==> config.mk <==
export PLATFORM = sky130hd
export DESIGN_NAME = exec_wr_scoreboard
export DESIGN_NICKNAME = d
export VERILOG_FILES = /design/src/rtl/pdp8_pkg.sv /design/src/rtl/sb_fifo.sv /design/src/rtl/exec_wr_scoreboard.sv
export SDC_FILE = /design/constraint.sdc
export NUM_CORES = 1
export LEC_CHECK = 0
export CORE_ASPECT_RATIO = 1.5
export CORE_UTILIZATION = 45
export CTS_BUF_LIST = sky130_fd_sc_hd__clkbuf_4 sky130_fd_sc_hd__clkbuf_8
export DETAILED_ROUTE_END_ITERATION = 16
export DONT_BUFFER_PORTS = 1
export PLACE_DENSITY_LB_ADDON = 0.12
export SLEW_MARGIN = 20
export SYNTH_ARGS = -nofsm -noshare
export SYNTH_HDL_FRONTEND = slang
export SYNTH_SLANG_ARGS = --single-unit
==> constraint.sdc <==
create_clock -name clk -period 3.55 [get_ports clk]
set_input_delay 0.71 -clock clk [delete_from_list [all_inputs] [get_ports clk]]
set_output_delay 0.71 -clock clk [all_outputs]
set_load 0.02 [all_outputs]
==> src/rtl/pdp8_pkg.sv <==
// Shared PDP-8 types and defaults: write transaction layout, scoreboard event
// identifiers and the EXEC write-scoreboard default sizing.
package pdp8_pkg;

  localparam int PDP8_ADDR_W    = 12;
  localparam int PDP8_DATA_W    = 12;
  localparam int SB_DEPTH       = 4;
  localparam int SB_TIMEOUT_CYC = 16;
  localparam int SB_NUM_EV      = 6;

  typedef struct packed {
    logic [PDP8_ADDR_W-1:0] addr;
    logic [PDP8_DATA_W-1:0] data;
  } wr_txn_s;

  // Event order doubles as the bit index of the scoreboard's event vector
  typedef enum logic [2:0] {
    SB_MATCH,
    SB_MISMATCH,
    SB_UNEXPECTED,
    SB_OVERFLOW,
    SB_TIMEOUT,
    SB_RD_STUCK
  } sb_event_e;

endpackage

==> src/rtl/sb_fifo.sv <==
// Parametrised synchronous FIFO holding expected write transactions.
// Occupancy is counted separately from the pointers so full and empty differ.
module sb_fifo #(
  parameter int WIDTH = 24,
  parameter int DEPTH = 4
) (
  input  logic                   clk,
  input  logic                   reset,
  input  logic                   push,
  input  logic                   pop,
  input  logic                   flush,
  input  logic [WIDTH-1:0]       din,
  output logic [$clog2(DEPTH):0] count,
  output logic [WIDTH-1:0]       head,
  output logic                   empty,
  output logic                   full
);

  localparam int PTR_W = $clog2(DEPTH);
  localparam logic [PTR_W:0] FULL_CNT = (PTR_W + 1)'(DEPTH);

  logic [WIDTH-1:0] mem [DEPTH];
  logic [PTR_W-1:0] wr_ptr;
  logic [PTR_W-1:0] rd_ptr;

  always_ff @(posedge clk) begin
    if (push) mem[wr_ptr] <= din;
  end

  // Pointers wrap naturally because DEPTH is a power of two
  always_ff @(posedge clk or posedge reset) begin
    if (reset) begin
      wr_ptr <= '0;
      rd_ptr <= '0;
      count  <= '0;
    end else if (flush) begin
      wr_ptr <= '0;
      rd_ptr <= '0;
      count  <= '0;
    end else begin
      if (push) wr_ptr <= wr_ptr + 1'b1;
      if (pop)  rd_ptr <= rd_ptr + 1'b1;
      if (push && !pop)      count <= count + 1'b1;
      else if (pop && !push) count <= count - 1'b1;
    end
  end

  assign head  = mem[rd_ptr];
  assign empty = (count == '0);
  assign full  = (count == FULL_CNT);

endmodule

==> src/rtl/exec_wr_scoreboard.sv <==
// In-order scoreboard for the PDP-8 EXEC memory-write path: compares DUT writes
// against golden-model expectations and watches for timeouts and stuck reads.
module exec_wr_scoreboard
  import pdp8_pkg::*;
#(
  parameter int ADDR_W     = PDP8_ADDR_W,
  parameter int DATA_W     = PDP8_DATA_W,
  parameter int DEPTH      = SB_DEPTH,
  parameter int TIMEOUT    = SB_TIMEOUT_CYC,
  parameter int MAX_RD_CYC = 1,
  parameter int CNT_W      = 16
) (
  input  logic                     clk,
  input  logic                     reset,
  input  logic                     exp_valid,
  input  logic [ADDR_W-1:0]        exp_addr,
  input  logic [DATA_W-1:0]        exp_data,
  input  logic                     exec_wr_req,
  input  logic [ADDR_W-1:0]        exec_wr_addr,
  input  logic [DATA_W-1:0]        exec_wr_data,
  input  logic                     exec_rd_req,
  input  logic                     chk_addr_en,
  input  logic                     flush,
  output logic [$clog2(DEPTH):0]   pending,
  output logic                     ev_match,
  output logic                     ev_mismatch,
  output logic                     ev_unexpected,
  output logic                     ev_overflow,
  output logic                     ev_timeout,
  output logic                     ev_rd_stuck,
  output logic                     err_sticky,
  output logic [CNT_W-1:0]         match_cnt,
  output logic [CNT_W-1:0]         mismatch_cnt,
  output logic [ADDR_W+DATA_W-1:0] last_exp,
  output logic [ADDR_W+DATA_W-1:0] last_got
);

  localparam int TXN_W = ADDR_W + DATA_W;
  localparam int TMO_W = $clog2(TIMEOUT + 1);
  localparam int RD_W  = $clog2(MAX_RD_CYC + 2);
  localparam logic [TMO_W-1:0] TMO_LIM = TMO_W'(TIMEOUT);
  localparam logic [RD_W-1:0]  RD_MAX  = RD_W'(MAX_RD_CYC);
  localparam logic [RD_W-1:0]  RD_LIM  = RD_W'(MAX_RD_CYC + 1);

  logic [TXN_W-1:0]     head, exp_txn, got_txn, cmp_txn;
  logic                 empty, full;
  logic                 wr_pop, tmo_hit, fifo_pop, fifo_push;
  logic                 cmp_valid, cmp_bad, cnt_err, any_err;
  logic [TMO_W-1:0]     tmo_cnt, tmo_cnt_d;
  logic [RD_W-1:0]      rd_cnt, rd_cnt_d;
  logic [SB_NUM_EV-1:0] ev_d, ev_q;

  sb_fifo #(.WIDTH(TXN_W), .DEPTH(DEPTH)) u_fifo (
    .clk   (clk),
    .reset (reset),
    .push  (fifo_push),
    .pop   (fifo_pop),
    .flush (flush),
    .din   (exp_txn),
    .count (pending),
    .head  (head),
    .empty (empty),
    .full  (full)
  );

  // A write against an empty queue compares straight against a same-cycle push
  always_comb begin
    exp_txn   = {exp_addr, exp_data};
    got_txn   = {exec_wr_addr, exec_wr_data};
    wr_pop    = exec_wr_req && !empty;
    tmo_hit   = !empty && !exec_wr_req && (tmo_cnt == TMO_LIM);
    fifo_pop  = !flush && (wr_pop || tmo_hit);
    fifo_push = !flush && exp_valid && !(exec_wr_req && empty) && (!full || fifo_pop);
    cmp_valid = exec_wr_req && (!empty || exp_valid);
    cmp_txn   = empty ? exp_txn : head;
    cmp_bad   = (cmp_txn[DATA_W-1:0] != exec_wr_data) ||
                (chk_addr_en && (cmp_txn[TXN_W-1:DATA_W] != exec_wr_addr));

    ev_d = '0;
    if (!flush) begin
      ev_d[SB_MATCH]      = cmp_valid && !cmp_bad;
      ev_d[SB_MISMATCH]   = cmp_valid && cmp_bad;
      ev_d[SB_UNEXPECTED] = exec_wr_req && empty && !exp_valid;
      ev_d[SB_OVERFLOW]   = exp_valid && full && !fifo_pop;
      ev_d[SB_TIMEOUT]    = tmo_hit;
      ev_d[SB_RD_STUCK]   = exec_rd_req && (rd_cnt == RD_MAX);
    end
    cnt_err = ev_d[SB_MISMATCH] | ev_d[SB_UNEXPECTED] | ev_d[SB_OVERFLOW] | ev_d[SB_TIMEOUT];
    any_err = cnt_err | ev_d[SB_RD_STUCK];

    if (flush || empty || fifo_pop) tmo_cnt_d = '0;
    else                            tmo_cnt_d = tmo_cnt + 1'b1;

    // Parking at RD_LIM keeps the stuck pulse from repeating while the strobe holds
    if (!exec_rd_req)          rd_cnt_d = '0;
    else if (rd_cnt != RD_LIM) rd_cnt_d = rd_cnt + 1'b1;
    else                       rd_cnt_d = rd_cnt;
  end

  always_ff @(posedge clk or posedge reset) begin
    if (reset) begin
      ev_q         <= '0;
      tmo_cnt      <= '0;
      rd_cnt       <= '0;
      match_cnt    <= '0;
      mismatch_cnt <= '0;
      err_sticky   <= 1'b0;
      last_exp     <= '0;
      last_got     <= '0;
    end else begin
      ev_q    <= ev_d;
      tmo_cnt <= tmo_cnt_d;
      rd_cnt  <= rd_cnt_d;
      if (ev_d[SB_MATCH] && (match_cnt != '1))  match_cnt    <= match_cnt + 1'b1;
      if (cnt_err && (mismatch_cnt != '1))      mismatch_cnt <= mismatch_cnt + 1'b1;
      if (any_err)                              err_sticky   <= 1'b1;
      if (ev_d[SB_MISMATCH]) begin
        last_exp <= cmp_txn;
        last_got <= got_txn;
      end else if (ev_d[SB_UNEXPECTED]) begin
        last_exp <= '0;
        last_got <= got_txn;
      end else if (ev_d[SB_TIMEOUT]) begin
        last_exp <= head;
      end
    end
  end

  assign ev_match      = ev_q[SB_MATCH];
  assign ev_mismatch   = ev_q[SB_MISMATCH];
  assign ev_unexpected = ev_q[SB_UNEXPECTED];
  assign ev_overflow   = ev_q[SB_OVERFLOW];
  assign ev_timeout    = ev_q[SB_TIMEOUT];
  assign ev_rd_stuck   = ev_q[SB_RD_STUCK];

endmodule

==> flow_summary_export.csv <==
group,metric,value,unit
timing,slew_violations,0,
setup_path,cp-end-kind,"register",
die,core_area,18550,sq um
drt,ant_nets,0,
placement,dpl_worst_slack,0.2560,ns
clock_tree,clkLatencyLatePin,0.45,ns
drt,vias_per_cell,5.558,
die,ios,145,
clock_tree,clk_path_buf_depth,2,
timing,hold_viol,0,
global_route,grt_usage,0.2010,
clock_tree,cts_buffers,17,
setup_path,crit_family,"multiplexers",
outcome,status,"complete, no violations",
drt,dr.first_iter.drc_count,254,
setup_path,critPathKind,"register to register",
power_and_ir_drop,p_leak,3.485,nW
setup_path,r2r_end,"mismatch_cnt[12]",
setup_path,crit_start,"u_fifo.rd_ptr[0]",
yosys,synthesis.nets,653,
setup_path,reg2reg_from,"u_fifo.rd_ptr[0]",
clock_tree,cts_tree,"built",
clock_tree,clk_pin_slew,0.09,ns
finish,insertedDiodeCount,0,
clock_tree,postCtsSetupBuffers,0,
power_and_ir_drop,peakVddDrop,0.0002833,V
global_route,grt_max_degree,80,
timing,period_share,0.9233,
placement,port_buffers,0,
setup_path,worstRegToRegCells,10,
min_path,hp-class,"primary input to async pin",
die,die_area,19460,sq um
yosys,synth_top_area_cell,"edfxtp_1",
yosys,synth_enable_flop_cells,96,
setup_path,critical_path.max_fanout,15,
drt,wl,18.66,mm
die,fp.dieH,170.4,um
setup_path,cp-endpoint,"mismatch_cnt[12]",
timing,setup_viol,0,
placement,place_congestion,0.7726,
die,start_util,0.4585,
setup_path,cp-start-kind,"register",
yosys,netlist_area,8504,sq um
die,row_count,61,
yosys,syn_inst,587,
setup_path,crit_chain,"buf_4, mux4_2, xnor2_1, nand4_1, nor4_2, o211a_1, a31oi_4, buf_4, o2111ai_1, mux2_1",
setup_path,critical_path.max_stage_delay,0.54,ns
global_route,grt_pass1_wl,28.61,mm
power_and_ir_drop,power_density,644.5,nW/um^2
timing,timing.final.ws_setup,0.2724,ns
yosys,ys.flop_type,"dfrtp_1",
timing,tns,0,ns
clock_tree,clkSinkCount,197,
drt,wire_per_inst,21.40,um
yosys,synth_top_area_share,0.3390,
drt,firstDrtPassIters,4,
timing,tightest_slew,0.8556,ns
setup_path,setup.reg_to_reg.worst_slack,0.27,ns
placement,dp_hpwl,12.97,mm
global_route,grt_pass1_vias,5226,
yosys,synth_seq_cells,197,
yosys,yosys_warnings,0,
setup_path,critPathRequiredTime,3.90,ns
finish,synthToLayoutAreaGrowth,10.34,%
setup_path,critical_path_arrival,3.62,ns
timing,whs,0.2509,ns
finish,nets,673,
setup_path,cp_slowest_cell,"mux4_2",
finish,n_fill_cell,1625,
yosys,ys_types,53,
clock_tree,root_buffer,"clkbuf_8",
timing,fin_worst_skew,0.01342,ns
clock_tree,cts_hold_buf,0,
yosys,async_flop_share,0.5127,
clock_tree,ctsResizeCount,0,
global_route,overflow,0,
global_route,antenna_found_initial,0,
setup_path,crit_top_cell,"buf_4",
clock_tree,cts-htree-levels,4,
setup_path,cp.depth,10,
die,die_w,114.2,um
drt,vias,4847,
yosys,syn_area_per_cell,14.49,sq um
finish,drive_gt1_frac,0.1952,
finish,multi_input_area,2935,sq um
finish,final-seq-area,5410,sq um
timing,rsz0062_at_grt,"false",
run,cap_violations,0,
setup_path,crit_buf_inv,2,
yosys,synth_area_leaders,"edfxtp_1, dfrtp_1, xnor2_1, mux4_2, mux2_2",
yosys,synth_seq_area_share,0.6362,
drt,drc_errors,0,
timing,period_needed,3.278,ns
timing,slew_headroom,0.4286,
timing,max_freq,305.1,MHz
==> report_power, final <==
| part | internal [W] | leakage (nW) | switching, W |
|---|---|---|---|
| Clock | 0.000794 | 0.215 | 0.000758 |
| Combinational | 0.000655 | 1.13 | 0.000739 |
| Sequential | 0.00267 | 2.14 | 0.000428 |
| Total | 0.00412 | 3.49 | 0.00192 |
==> cells in the mapped netlist, types with 3 or more instances <==
cell / count
a21oi_1: 21
a22oi_1: 23
and2_1: 4
and3_1: 14
buf_2: 7
buf_4: 3
buf_6: 3
clkbuf_1: 7
dfrtp_1: 101
edfxtp_1: 96
ha_1: 10
inv_1: 18
mux2_2: 28
mux4_2: 24
nand2_1: 14
nand3_1: 19
nand4_1: 14
nor2_1: 47
nor3_1: 3
nor4_1: 3
o21ai_0: 7
xnor2_1: 62
xor2_1: 22
==> worst register-to-register path, stage by stage, from the launching register on <==
cell       delay [ns]
dfrtp_1          0.39
buf_4            0.22
mux4_2           0.55
xnor2_1          0.20
nand4_1          0.20
nor4_2           0.40
o211a_1          0.29
a31oi_4          0.13
buf_4            0.22
o2111ai_1        0.24
mux2_1           0.34
==> kinds of logic (layout without fill, tap and decap cells) <==
kind of cell | after synthesis | count (layout) | share of synthesized area
mux | 54 | 54 | 0.1031
xor+xnor | 84 | 84 | 0.08651
flops | 197 | 197 | 0.6362
compound gates | 69 | 69 | 0.05517
buf+inv | 39 | 72 | 0.02221
simple gates | 133 | 133 | 0.07974
fa+ha+maj | 11 | 11 | 0.01707
==> registers in the layout (all words and copies together), names as in the netlist <==
signal,cells
err_sticky,1
ev_q,6
last_exp,24
last_got,24
match_cnt,16
mismatch_cnt,16
rd_cnt,2
tmo_cnt,5
u_fifo.count,3
u_fifo.mem,96
u_fifo.rd_ptr,2
u_fifo.wr_ptr,2
==> cells in the final DEF (no fill, tap or decap), drive strengths merged, types with 3 or more instances in the layout <==
| master | Yosys | routed |
|---|---|---|
| a22oi | 23 | 23 |
| a21oi | 21 | 21 |
| buf | 14 | 22 |
| and3 | 14 | 14 |
| clkinvlp | 0 | 3 |
| nor2 | 49 | 49 |
| clkinv | 0 | 3 |
| dfrtp | 101 | 101 |
| o2111ai | 3 | 3 |
| nor4 | 4 | 4 |
| xnor2 | 62 | 62 |
| clkbuf | 7 | 20 |
| edfxtp | 96 | 96 |
| bufinv | 0 | 4 |
| mux4 | 24 | 24 |
| nand2 | 14 | 14 |
| xor2 | 22 | 22 |
| nand3 | 19 | 19 |
| o21ai | 8 | 8 |
| nor3 | 3 | 3 |
| mux2 | 29 | 29 |
| ha | 10 | 10 |
| inv | 18 | 20 |
| and2 | 4 | 4 |
| nand4 | 14 | 14 |
==> metrics by stage <==
step	total power, W	utilization	std cells	instance area (sq um)
2_1_floorplan	0.004154	-	587	8504
3_3_place_gp	0.004537	0.4824	840	8946
3_5_place_dp	0.004569	0.4824	840	8946
4_1_cts	0.006132	0.5058	872	9382
5_1_grt	0.006373	0.5060	872	9384
6_report	0.006048	0.5060	872	9384
==> cell type report <==
| class | instances | area share |
|---|---|---|
| Clock inverter | 12 | 0.01907 |
| Sequential cell | 197 | 0.5765 |
| Multi-Input combinational cell | 351 | 0.3128 |
| Inverter | 18 | 0.007733 |
| Clock buffer | 20 | 0.02733 |
| Tap cell | 252 | 0.03360 |
| Timing Repair Buffer | 22 | 0.02293 |
==> layer usage <==
metal | global-route usage | vias up | wire (um)
li1 | - | 2200 | -
met1 | 0.2115 | 2476 | 6797
met2 | 0.3708 | 146 | 10300
met3 | 0.06197 | 25 | 1112
met4 | 0.07566 | 0 | 447
met5 | 0 | - | 0
==> worst min-delay path by stage <==
stage / startpoint / endpoint / slack [ns] / cells after the start
2_1_floorplan: tmo_cnt[0] / tmo_cnt[0] / 0.45 / 1
3_3_place_gp: tmo_cnt[0] / tmo_cnt[0] / 0.48 / 1
3_5_place_dp: tmo_cnt[0] / tmo_cnt[0] / 0.48 / 1
4_1_cts: flush / u_fifo.count[2] / 0.27 / 1
5_1_grt: flush / u_fifo.count[2] / 0.26 / 1
6_report: reset / match_cnt[9] / 0.25 / 1
Note: power is estimated with default switching activity, not from simulation.
